File: src/rtl/pcs_pkg.sv
// Shared PCS definitions: sync header codes and the block-lock state encoding.
// Also used by the descrambler and the XGMII decoder.
package pcs_pkg;

  localparam logic [1:0] SYNC_DATA = 2'b01;
  localparam logic [1:0] SYNC_CTRL = 2'b10;

  typedef enum logic [1:0] {
    RESET_CNT = 2'd0,
    TEST_SH   = 2'd1,
    SLIP_WAIT = 2'd2
  } bl_state_e;

endpackage

File: src/rtl/rx_block_lock.sv
// 64b/66b receive block synchronizer. Checks the sync header of each block,
// asks the gearbox to slip one bit until headers line up, reports block lock
// and keeps a saturating count of invalid headers seen while locked.
module rx_block_lock
  import pcs_pkg::*;
#(
  parameter int HDR_WIDTH     = 2,
  parameter int SH_CNT_MAX    = 64,
  parameter int SH_INVLD_MAX  = 16,
  parameter int SLIP_WAIT     = 32,
  parameter int ERR_CNT_WIDTH = 16
) (
  input  logic                     i_clk,
  input  logic                     i_reset,
  input  logic [HDR_WIDTH-1:0]     i_rx_hdr,
  input  logic                     i_rx_hdr_valid,
  output logic                     o_slip,
  output logic                     o_block_lock,
  output logic [ERR_CNT_WIDTH-1:0] o_invld_hdr_cnt
);

  localparam int SH_W   = $clog2(SH_CNT_MAX + 1);
  localparam int INV_W  = $clog2(SH_INVLD_MAX + 1);
  localparam int WAIT_W = $clog2(SLIP_WAIT + 1);

  localparam logic [SH_W-1:0]          SH_LAST   = SH_W'(SH_CNT_MAX);
  localparam logic [INV_W-1:0]         INV_LAST  = INV_W'(SH_INVLD_MAX);
  localparam logic [WAIT_W-1:0]        WAIT_LAST = WAIT_W'(SLIP_WAIT - 1);
  localparam logic [ERR_CNT_WIDTH-1:0] ERR_SAT   = '1;

  // The parameter SLIP_WAIT shadows the enum literal of the same name, so
  // the state literal is always referenced through the package scope.
  bl_state_e state, state_nxt;

  logic [SH_W-1:0]          sh_cnt, sh_cnt_nxt, sh_base, sh_inc;
  logic [INV_W-1:0]         invld_cnt, invld_nxt, invld_base, invld_inc;
  logic [WAIT_W-1:0]        wait_cnt, wait_nxt;
  logic [ERR_CNT_WIDTH-1:0] err_nxt;
  logic                     lock_nxt, slip_nxt, hdr_ok;

  assign hdr_ok = (i_rx_hdr == HDR_WIDTH'(SYNC_DATA)) ||
                  (i_rx_hdr == HDR_WIDTH'(SYNC_CTRL));

  // RESET_CNT evaluates a header as if the window counters were already
  // zero, so a header arriving in that cycle is never dropped.
  assign sh_base    = (state == RESET_CNT) ? '0 : sh_cnt;
  assign invld_base = (state == RESET_CNT) ? '0 : invld_cnt;
  assign sh_inc     = sh_base + SH_W'(1);
  assign invld_inc  = invld_base + INV_W'(1);

  // Next-state, counter and output decode.
  always_comb begin
    state_nxt  = state;
    sh_cnt_nxt = sh_cnt;
    invld_nxt  = invld_cnt;
    wait_nxt   = wait_cnt;
    lock_nxt   = o_block_lock;
    slip_nxt   = 1'b0;
    err_nxt    = o_invld_hdr_cnt;
    case (state)
      RESET_CNT, TEST_SH: begin
        state_nxt  = TEST_SH;
        sh_cnt_nxt = sh_base;
        invld_nxt  = invld_base;
        wait_nxt   = '0;
        if (i_rx_hdr_valid) begin
          sh_cnt_nxt = sh_inc;
          if (!o_block_lock) begin
            // Hunting: any bad header means wrong alignment, slip at once.
            if (!hdr_ok) begin
              slip_nxt  = 1'b1;
              state_nxt = pcs_pkg::SLIP_WAIT;
            end else if (sh_inc == SH_LAST) begin
              lock_nxt  = 1'b1;
              state_nxt = RESET_CNT;
            end
          end else begin
            if (!hdr_ok) begin
              invld_nxt = invld_inc;
              if (o_invld_hdr_cnt != ERR_SAT)
                err_nxt = o_invld_hdr_cnt + ERR_CNT_WIDTH'(1);
            end
            // Too many bad headers wins over a window that ends on the same header.
            if (!hdr_ok && (invld_inc == INV_LAST)) begin
              lock_nxt  = 1'b0;
              slip_nxt  = 1'b1;
              state_nxt = pcs_pkg::SLIP_WAIT;
            end else if (sh_inc == SH_LAST) begin
              state_nxt = RESET_CNT;
            end
          end
        end
      end
      pcs_pkg::SLIP_WAIT: begin
        // Give the gearbox time to realign; headers are ignored meanwhile.
        if (wait_cnt == WAIT_LAST) begin
          wait_nxt  = '0;
          state_nxt = RESET_CNT;
        end else begin
          wait_nxt = wait_cnt + WAIT_W'(1);
        end
      end
      default: state_nxt = RESET_CNT;
    endcase
  end

  // State, counters and registered outputs; reset overrides everything.
  always_ff @(posedge i_clk) begin
    if (i_reset) begin
      state           <= RESET_CNT;
      sh_cnt          <= '0;
      invld_cnt       <= '0;
      wait_cnt        <= '0;
      o_block_lock    <= 1'b0;
      o_slip          <= 1'b0;
      o_invld_hdr_cnt <= '0;
    end else begin
      state           <= state_nxt;
      sh_cnt          <= sh_cnt_nxt;
      invld_cnt       <= invld_nxt;
      wait_cnt        <= wait_nxt;
      o_block_lock    <= lock_nxt;
      o_slip          <= slip_nxt;
      o_invld_hdr_cnt <= err_nxt;
    end
  end

endmodule

File: config.mk
export PLATFORM = sky130hd
export DESIGN_NAME = rx_block_lock
export DESIGN_NICKNAME = d
export VERILOG_FILES = /design/src/rtl/pcs_pkg.sv /design/src/rtl/rx_block_lock.sv
export SDC_FILE = /design/constraint.sdc
export NUM_CORES = 1
export LEC_CHECK = 0
export BUFFER_PORTS_ARGS = -buffer_cell sky130_fd_sc_hd__buf_2
export CAP_MARGIN = 5
export CORE_UTILIZATION = 60
export DETAILED_ROUTE_END_ITERATION = 10
export PLACE_DENSITY = 0.86
export SETUP_SLACK_MARGIN = 0.5
export SKIP_LAST_GASP = 1
export SYNTH_ARGS = -nofsm -noshare
export SYNTH_HDL_FRONTEND = slang
export SYNTH_SLANG_ARGS = --single-unit
File: constraint.sdc
create_clock -name i_clk -period 5.1 [get_ports i_clk]
set_clock_uncertainty 0.15 [all_clocks]
set_input_delay 0.765 -clock i_clk [delete_from_list [all_inputs] [get_ports i_clk]]
set_output_delay 0.765 -clock i_clk [all_outputs]
set_load 0.01 [all_outputs]
==> flow_metrics.py <==
metrics = {
    "final_layout": {
        "drive_above_1_share": 0.149,
        "final_util": 0.713,
        "syn2layout_area_growth_pct": 9.84,
        "diodes": 0,
        "layout.cells.non_filler": 306,
        "fin_nets": 270,
        "fill_cells": 266,
    },
    "routing": {
        "first_pass_iters": 4,
        "routedWlPerCell_um": 13.9,
        "wirelength_mm": 4.24,
        "top_layer_used": "met4",
        "drt-met1-wl_mm": 2.11,
        "drc_errors": 0,
        "num_vias": 1883,
        "dr_wl_met2_mm": 1.94,
        "antenna_left": 0,
        "met3WireLength_um": 144,
        "via_per_inst": 6.15,
        "drtIter0Drc": 109,
    },
    "sta": {
        "setup_viol": 0,
        "min_period_ps": 2380,
        "fmax_mhz": 420,
        "drv_slew": 0,
        "fin_crit_sh": 0.467,
        "rsz0062_at_grt": "no",
        "relSlewSlack": 0.516,
        "worstMarginPinSlew_ps": 723,
        "hold_viol_final": 0,
        "finalSetupTns_ps": 0,
    },
    "clocking": {
        "htreeDepth": 2,
        "clkTransAtPathRegs_ps": 120,
        "clk_path_buf_depth": 2,
        "cts_sinks": 38,
        "clk_latency_ps": 350,
        "tritoncts": "yes",
        "cts-root-buf": "clkbuf_4",
        "ctsHoldBuffers": 0,
        "cts_setup_buffers": 0,
        "numCtsBuffers": 5,
        "ctsResizeCount": 0,
    },
    "power": {
        "irDropWorstVdd_mv": 0.133,
        "power_leakage_nw": 0.839,
        "powerDensity_nw_per_um2": 247,
    },
    "synth": {
        "synth.largest_area_cell": "dfxtp_1",
        "yosysUniqueCellTypes": 52,
        "syn_nets": 250,
        "synthArstFlopShare": 0,
        "synth_top_area_share": 0.371,
        "ys_top_cells_by_area": "dfxtp_1 (37%), a21oi_1 (6.6%), o31ai_1 (3.7%)",
        "yosysWarningCount": 0,
        "ys_ff_latch": 38,
        "yosysMostFrequentCell": "dfxtp_1",
        "synthTopCellsByCount": "dfxtp_1 (38), a21oi_1 (27), nor2_1 (18), nand2_1 (12), nand3_1 (11)",
        "seq_area_frac_synth": 0.371,
        "synth_area_per_cell_um2": 8.50,
        "syn_inst": 241,
        "synth_edf_count": 0,
        "ys.flop_type": "dfxtp_1",
        "syn_area_um2": 2050,
    },
    "critical_path": {
        "cp-end-kind": "flip-flop",
        "cp.arrival_ps": 2480,
        "startpoint_type": "input port",
        "crit_path_start": "i_rx_hdr[1]",
        "critPathMaxFanout": 14,
        "critPathRequiredTime_ps": 5200,
        "crit_type": "in -> reg",
        "rr_startpoint": "state[1]",
    },
    "global_routing": {
        "grt_pass1_wl_mm": 6.78,
        "grt_pass1_vias": 1517,
        "grt_max_degree": 41,
        "grt_usage": 0.244,
        "antenna_found_initial": 0,
        "grt-ovfl-total": 0,
    },
    "floorplan": {
        "die_x_um": 60.4,
        "io_pins": 23,
        "dieArea_um2": 3650,
        "rows": 20,
        "core-area_um2": 3150,
        "initial_core_util": 0.650,
        "die_h_um": 60.4,
    },
    "outcome": {
        "status": "complete, no violations",
    },
    "placed_design": {
        "gp_congestion": 0.779,
        "numPortBuffers": 22,
        "dpl.hpwl_mm": 2.91,
        "place_inst": 298,
    },
    "worst_hold_path": {
        "hp-class": "reg -> reg",
        "min_from": "wait_cnt[0]",
    },
    "flow_run": {
        "maxCapViolations": 0,
    },
}
## report_power, final
group | leakage (nW) | internal, mW | switching [mW]
registers | 0.307 | 0.300 | 0.00850
logic | 0.487 | 0.0154 | 0.0255
clock network | 0.0450 | 0.102 | 0.103
## kinds of logic after synthesis
kind of cell	count (synthesis)	share of synthesized area
adder cells (fa/ha/maj)	4	0.0244
buffers and inverters	14	0.0293
AO/OA/AOI/OAI	66	0.199
flip-flops	38	0.371
XOR/XNOR	7	0.0336
multiplexers	3	0.0153
AND/OR/NAND/NOR	109	0.327
## worst max-delay path, stage by stage
cell and delay (ps):
buf_2 120, xnor2_2 590, nand4_4 240, nor4b_1 390, mux2_2 370
## layout make-up
cell class	count	area (um^2)	area share
inverters	5	18.8	0.00834
clock inverters	3	40.0	0.0178
repair buffers	22	110	0.0489
well taps	44	55.1	0.0245
flip-flops and latches	38	761	0.338
multi-input cells	189	1230	0.546
clock buffers	5	37.5	0.0167
## cells in the final DEF, fill, tap and decap left out, types with 3 or more instances in the layout
cell type  netlist  final
nand4_1          9      9
a31oi_1          4      4
nand2_1         12     12
clkbuf_4         0      5
and2_1           8      8
nand2b_1         3      3
inv_1            5      5
a21oi_1         27     27
nor2_1          18     18
dfxtp_1         38     38
a21o_1           3      3
nand3_1         11     11
nor3_1           7      7
o21ai_0          8      8
and3_1           5      5
o31ai_1         10     10
buf_2            0     22
nor2b_1          5      5
xnor2_1          3      3
and4_1           3      3
xor2_1           3      3
or4_1            9      9
or3_1            5      5
ha_1             4      4
## routing by layer
| metal | track usage | vias to the layer above |
|---|---|---|
| met3 | 0.0384 | 4 |
| met4 | 0.110 | 0 |
| li1 | - | 954 |
| met1 | 0.352 | 885 |
| met5 | 0 | - |
| met2 | 0.358 | 40 |
## through the flow
stage / cell area (um^2) / hold slack, ps / power (mW) / setup slack, ps
after floorplan: 2050 / 300 / 0.346 / 2930
after global placement: 2170 / 326 / 0.355 / 2450
after detailed placement: 2170 / 338 / 0.356 / 2340
after CTS: 2250 / 360 / 0.557 / 2730
after global routing: 2250 / 377 / 0.573 / 2630
final: 2250 / 362 / 0.555 / 2720
## worst paths after layout
path | to | cells past startpoint | slack (ps)
min | wait_cnt[0] | 2 | 360
max reg2reg | o_slip | 5 | 2810
min reg2reg | wait_cnt[0] | 2 | 360
max | o_invld_hdr_cnt[13] | 5 | 2720
## state kept, by name, indices dropped and copies added (netlist names)
signal	count
state	2
o_slip	1
o_block_lock	1
invld_cnt	5
wait_cnt	6
sh_cnt	7
o_invld_hdr_cnt	16
Power figures use the tool's default switching activity.
